--- config.mk ---
export PLATFORM = sky130hd
export DESIGN_NAME = branch_predictor_gshare
export DESIGN_NICKNAME = d
export VERILOG_FILES = /design/src/rtl/bp_pkg.sv /design/src/rtl/bp_btb.sv /design/src/rtl/branch_predictor_gshare.sv
export SDC_FILE = /design/constraint.sdc
export NUM_CORES = 2
export LEC_CHECK = 0
export CAP_MARGIN = 40
export CORE_ASPECT_RATIO = 1.5
export CORE_MARGIN = 5
export CORE_UTILIZATION = 23
export CTS_CLUSTER_DIAMETER = 150
export DETAILED_ROUTE_END_ITERATION = 10
export PLACE_DENSITY_LB_ADDON = 0.12
export RECOVER_POWER = 50
export SYNTH_ARGS = -nofsm -noshare
export SYNTH_HDL_FRONTEND = slang
export SYNTH_HIERARCHICAL = 1
export SYNTH_SLANG_ARGS = --single-unit
--- constraint.sdc ---
create_clock -name CLK -period 94.1 [get_ports CLK]
set_input_delay 18.82 -clock CLK [delete_from_list [all_inputs] [get_ports CLK]]
set_output_delay 18.82 -clock CLK [all_outputs]
set_load 0.02 [all_outputs]
--- src/rtl/bp_pkg.sv ---
// rtl/bp_pkg.sv - shared opcodes, counter encodings and BTB entry type for the branch predictor
package bp_pkg;

  localparam logic [6:0] OPC_BRANCH = 7'b1100011;
  localparam logic [6:0] OPC_JAL    = 7'b1101111;

  localparam logic [1:0] SNT = 2'b00;
  localparam logic [1:0] WNT = 2'b01;
  localparam logic [1:0] WT  = 2'b10;
  localparam logic [1:0] ST  = 2'b11;

  // Widest tag any BTB size can need (a 1-entry BTB keeps pc[31:2]);
  // narrower BTBs leave the upper tag bits at zero.
  localparam int TAG_W = 30;

  typedef struct packed {
    logic             valid;
    logic             is_jal;
    logic [TAG_W-1:0] tag;
    logic [31:0]      target;
  } btb_entry_t;

  // 2-bit saturating counter step toward taken (11) or not-taken (00)
  function automatic logic [1:0] sat2_next(input logic [1:0] cnt, input logic taken);
    if (taken) begin
      return (cnt == ST) ? ST : cnt + 2'd1;
    end
    return (cnt == SNT) ? SNT : cnt - 2'd1;
  endfunction

endpackage

--- src/rtl/bp_btb.sv ---
// rtl/bp_btb.sv - direct-mapped tagged branch target buffer, one read port and one write port
module bp_btb
  import bp_pkg::*;
#(
  parameter int IDX_W = 4
) (
  input  logic             clk,
  input  logic             rst,
  input  logic [IDX_W-1:0] rd_idx,
  output btb_entry_t       rd_entry,
  input  logic             wr_en,
  input  logic [IDX_W-1:0] wr_idx,
  input  btb_entry_t       wr_entry,
  output btb_entry_t       wr_prev_entry
);

  localparam int DEPTH = 1 << IDX_W;

  btb_entry_t mem_q [DEPTH];
  btb_entry_t mem_d [DEPTH];

  // Both ports read the current contents, so a same-cycle write is not visible until the next cycle
  assign rd_entry      = mem_q[rd_idx];
  assign wr_prev_entry = mem_q[wr_idx];

  // Next-state of the array: a write replaces the whole entry, evicting any other tag at that index
  always_comb begin
    mem_d = mem_q;
    if (wr_en) begin
      mem_d[wr_idx] = wr_entry;
    end
  end

  // Entry storage; reset clears every entry so all valid bits start low
  always_ff @(posedge clk or posedge rst) begin
    if (rst) begin
      for (int i = 0; i < DEPTH; i++) begin
        mem_q[i] <= '0;
      end
    end else begin
      mem_q <= mem_d;
    end
  end

endmodule

--- src/rtl/branch_predictor_gshare.sv ---
// rtl/branch_predictor_gshare.sv - bimodal/gshare direction predictor with tagged BTB and statistics
module branch_predictor_gshare
  import bp_pkg::*;
#(
  parameter int PHT_IDX_W = 6,
  parameter int GHR_LEN   = 6,
  parameter int BTB_IDX_W = 4,
  parameter int MODE      = 1,
  parameter int STAT_W    = 32
) (
  input  logic              CLK,
  input  logic              RST,
  input  logic              lookup_valid,
  input  logic [31:0]       lookup_pc,
  output logic              pred_valid,
  output logic              pred_taken,
  output logic [31:0]       pred_target,
  output logic              pred_btb_hit,
  input  logic              update_valid,
  input  logic [31:0]       update_pc,
  input  logic [6:0]        update_opcode,
  input  logic              update_taken,
  input  logic [31:0]       update_target,
  output logic              mispredict,
  output logic [STAT_W-1:0] stat_branches,
  output logic [STAT_W-1:0] stat_mispredicts
);

  localparam int PHT_N  = 1 << PHT_IDX_W;
  localparam int TAG_SH = BTB_IDX_W + 2;

  logic [1:0]           pht_q [PHT_N];
  logic [1:0]           pht_d [PHT_N];
  logic [GHR_LEN-1:0]   ghr_q, ghr_d;

  logic                 pred_valid_q, pred_valid_d;
  logic                 pred_taken_q, pred_taken_d;
  logic [31:0]          pred_target_q, pred_target_d;
  logic                 pred_btb_hit_q, pred_btb_hit_d;
  logic                 mispredict_q, mispredict_d;
  logic [STAT_W-1:0]    stat_branches_q, stat_branches_d;
  logic [STAT_W-1:0]    stat_mispredicts_q, stat_mispredicts_d;

  logic [BTB_IDX_W-1:0] l_bidx, u_bidx;
  logic [TAG_W-1:0]     l_tag, u_tag;
  logic [PHT_IDX_W-1:0] l_pidx, u_pidx;
  btb_entry_t           l_entry, u_entry, w_entry;
  logic                 w_en;
  logic                 l_hit, u_hit, u_tgt_bad, upd_br, upd_jal;
  logic                 unused_bits;

  // PC word index, folded with the global history in gshare mode
  function automatic logic [PHT_IDX_W-1:0] pht_index(input logic [31:0] pc,
                                                     input logic [GHR_LEN-1:0] ghr);
    logic [PHT_IDX_W-1:0] idx;
    idx = pc[PHT_IDX_W+1:2];
    if (MODE == 1) begin
      idx = idx ^ PHT_IDX_W'(ghr);
    end
    return idx;
  endfunction

  function automatic logic [STAT_W-1:0] sat_inc(input logic [STAT_W-1:0] v);
    return (&v) ? v : v + STAT_W'(1);
  endfunction

  assign l_bidx      = lookup_pc[BTB_IDX_W+1:2];
  assign u_bidx      = update_pc[BTB_IDX_W+1:2];
  assign l_tag       = TAG_W'(lookup_pc >> TAG_SH);
  assign u_tag       = TAG_W'(update_pc >> TAG_SH);
  assign l_pidx      = pht_index(lookup_pc, ghr_q);
  assign u_pidx      = pht_index(update_pc, ghr_q);
  assign unused_bits = ^{update_pc[1:0], u_entry.is_jal};

  bp_btb #(.IDX_W(BTB_IDX_W)) u_btb (
    .clk          (CLK),
    .rst          (RST),
    .rd_idx       (l_bidx),
    .rd_entry     (l_entry),
    .wr_en        (w_en),
    .wr_idx       (u_bidx),
    .wr_entry     (w_entry),
    .wr_prev_entry(u_entry)
  );

  // Lookup: form a prediction from pre-update state; idle cycles keep the last prediction
  always_comb begin
    l_hit          = l_entry.valid && (l_entry.tag == l_tag);
    pred_valid_d   = lookup_valid;
    pred_taken_d   = pred_taken_q;
    pred_target_d  = pred_target_q;
    pred_btb_hit_d = pred_btb_hit_q;
    if (lookup_valid) begin
      pred_btb_hit_d = l_hit;
      pred_taken_d   = l_hit && (l_entry.is_jal || pht_q[l_pidx][1]);
      pred_target_d  = pred_taken_d ? l_entry.target : lookup_pc + 32'd4;
    end
  end

  // Update: judge the resolved instruction against current state, then train PHT, GHR and BTB
  always_comb begin
    upd_br             = update_valid && (update_opcode == OPC_BRANCH);
    upd_jal            = update_valid && (update_opcode == OPC_JAL);
    u_hit              = u_entry.valid && (u_entry.tag == u_tag);
    u_tgt_bad          = u_hit && (u_entry.target != update_target);
    pht_d              = pht_q;
    ghr_d              = ghr_q;
    w_en               = 1'b0;
    w_entry            = '{valid: 1'b1, is_jal: upd_jal, tag: u_tag, target: update_target};
    mispredict_d       = 1'b0;
    stat_branches_d    = stat_branches_q;
    if (upd_br) begin
      mispredict_d    = ((pht_q[u_pidx][1] && u_hit) != update_taken) || (update_taken && u_tgt_bad);
      pht_d[u_pidx]   = sat2_next(pht_q[u_pidx], update_taken);
      ghr_d           = GHR_LEN'({ghr_q, update_taken});
      w_en            = update_taken;
      stat_branches_d = sat_inc(stat_branches_q);
    end else if (upd_jal) begin
      mispredict_d = !u_hit || u_tgt_bad;
      w_en         = 1'b1;
    end
    stat_mispredicts_d = mispredict_d ? sat_inc(stat_mispredicts_q) : stat_mispredicts_q;
  end

  // Predictor tables: counters start weakly not-taken, history starts empty
  always_ff @(posedge CLK or posedge RST) begin
    if (RST) begin
      for (int i = 0; i < PHT_N; i++) begin
        pht_q[i] <= WNT;
      end
      ghr_q <= '0;
    end else begin
      pht_q <= pht_d;
      ghr_q <= ghr_d;
    end
  end

  // Registered prediction, mispredict pulse and statistics
  always_ff @(posedge CLK or posedge RST) begin
    if (RST) begin
      pred_valid_q       <= 1'b0;
      pred_taken_q       <= 1'b0;
      pred_target_q      <= '0;
      pred_btb_hit_q     <= 1'b0;
      mispredict_q       <= 1'b0;
      stat_branches_q    <= '0;
      stat_mispredicts_q <= '0;
    end else begin
      pred_valid_q       <= pred_valid_d;
      pred_taken_q       <= pred_taken_d;
      pred_target_q      <= pred_target_d;
      pred_btb_hit_q     <= pred_btb_hit_d;
      mispredict_q       <= mispredict_d;
      stat_branches_q    <= stat_branches_d;
      stat_mispredicts_q <= stat_mispredicts_d;
    end
  end

  assign pred_valid       = pred_valid_q;
  assign pred_taken       = pred_taken_q;
  assign pred_target      = pred_target_q;
  assign pred_btb_hit     = pred_btb_hit_q;
  assign mispredict       = mispredict_q;
  assign stat_branches    = stat_branches_q;
  assign stat_mispredicts = stat_mispredicts_q;

endmodule

==> metrics.cfg <==
[run_status]
outcome = complete, but fails checks
violations = capacitance limit, slew limit

[critical_path]
crit_fanout = 145
cp_top_family = buffers and inverters
worst_setup_path_start_kind = input port
cp_common_cell = clkbuf_1
critPathCaptureType = async pin
ff2ff_setup_slack_ps = 88810
required_ps = 95060
crit_path_top_delay_cell = clkbuf_1
critPathBufInv = 9
cp_slowest_stage_delay_ps = 5780
path_class = in -> async
cp_data_arrival_time_ps = 35160
path_cells = dlygate4sd3_1 > clkinvlp_2 > clkbuf_1 > clkbuf_1 > clkbuf_1 > clkbuf_1 > buf_12 > buf_4 > buf_16

[sta]
tns_ps = 0
fin_skew_ps = 57.3
report.final.slew_viol_count = 1343
maxSlewHeadroom_pct = -435
hold_viol = 0
final.min_clock_period_ps = 34200
fmax_mhz = 29.2
setup_violations = 0
worst_slack_ps = 59900
tightest_slew_ps = 8020
post-route-period-util_pct = 36.3
hold_slack_ps = 460
rsz0062_at_grt = no

[routing]
drc = 0
ant_nets = 0
viasPerCell = 4.84
num_vias = 42600
drt_iter0_drc = 2565
wire_per_inst_um = 29.1
first_pass_iters = 5
drt-total-wl_mm = 256

[global_routing]
grt_overflow_total = 0
gr-usage-all-layers_pct = 16.6
grt_max_degree = 151
grt_pass1_wl_mm = 364
antenna_found_initial = 21
first_global_vias = 45800

[final_layout]
multi_input_area_um2 = 33500
nFillCells = 29600
syn_to_final_growth_pct = 17.6
final_area_um2 = 78800
layout-drive-gt1-share_pct = 40.5
regArea_um2 = 31600
final_nets = 5003

[clock_tree]
cts-resized-gates = 0
cts-root-buf = clkbuf_16
cts.htree.levels = 4
cts_setup_buffers = 0
clkTransAtPathRegs_ps = 60
cts_tree = done
clock_latency_ps = 850
postCtsHoldBufs = 0
clock_sinks = 1258
clockBufferDepth = 4
cts_inserted_buffers = 160

[place]
portBuffers = 205
dp_slack_ps = 68020
dpl.hpwl_mm = 156
gp_congestion = 0.756
place_area_um2 = 74100

[min_path]
hp-class = reg -> reg

[pwr]
peakVddDrop_mv = 0.0129
leakage_nw = 35.0
p_total_mw = 1.30
p_per_area_nw_per_um2 = 16.5

[floorplanning]
start_util_pct = 23.1
fp.dieW_um = 451
die_area_um2 = 303000
core-area_um2 = 290000
row_count = 242
ios = 208
die_y_um = 671

[synthesis]
netlist_instances = 4700
avgSynthCellArea_um2 = 14.3
synth_area_um2 = 67000
yosys_warnings = 6

[job]
maxCapViolCount = 36

==> path summary, 6_finish.rpt <==
| check | from | endpoint | cells past startpoint |
|---|---|---|---|
| max | RST | u_btb/mem_q[296] | 9 |
| min | pht_q[8] | pht_q[8] | 2 |
| max reg2reg | u_btb/mem_q[619] | stat_mispredicts[13] | 13 |
| min reg2reg | pht_q[8] | pht_q[8] | 2 |
| max in group CLK | update_pc[2] | stat_mispredicts[13] | 15 |
| min in group asynchronous | RST | pred_target[0] | 2 |
==> state kept, by name (all words and copies together) (netlist names) <==
signal,count
ghr_q,6
mispredict,1
pht_q,128
pred_target,32
pred_valid,1
u_btb/mem_q,1024
pred_btb_hit,1
pred_taken,1
stat_branches,32
stat_mispredicts,32
==> report_power, final <==
group	switching [mW]	internal, mW	leakage [nW]	total, mW
Sequential	0.00558	0.549	17.2	0.554
Clock	0.261	0.378	2.61	0.639
Combinational	0.0682	0.0346	15.2	0.103
==> tightest hold or removal path, stage by stage (launching register included) <==
cell	delay (ps)
dfstp_2	370
nand2_1	40
o21ai_1	50
==> layer usage <==
| layer | track usage (%) | routed length, µm |
|---|---|---|
| met1 | 22.0 | 113000 |
| met5 | 0 | 61 |
| met4 | 3.74 | 5710 |
| met2 | 28.9 | 129000 |
| met3 | 2.13 | 8650 |
==> through the flow <==
stage	utilization, %	cells
after floorplan	-	4733
after global placement	25.3	8463
after detailed placement	25.6	8512
after CTS	27.4	8790
after global routing	27.2	8791
final	27.2	8798
==> cell type report <==
class | instances | area share, %
multi-input combinational | 3072 | 42.5
sequential | 1258 | 40.1
clock buffer | 234 | 6.01
tap | 3782 | 6.01
timing repair buffer | 386 | 4.67
clock inverter | 44 | 0.694
inverter | 14 | 0.0699
antenna | 8 | 0.0254
==> cells in the final DEF, fill, tap and decap left out, drive strengths merged, types with 4 or more instances in the layout <==
master / n
conb: 35
nand4: 33
o22ai: 4
o21ai: 78
mux4: 541
a31oi: 4
clkinv: 26
a21oi: 73
and3: 19
mux2i: 13
clkdlybuf4s50: 98
a22oi: 260
a221oi: 11
and2: 10
nor4: 20
clkinvlp: 5
nand2b: 5
diode: 8
nor2b: 7
xnor2: 121
buf: 147
nor3: 27
dfrtp: 1194
nor2: 201
nand2: 356
inv: 16
xor2: 70
nand3: 50
dfstp: 64
bufinv: 11
and4: 5
dlygate4sd3: 102
clkbuf: 273
mux2: 1096
Note: power is estimated with default switching activity, not from simulation.
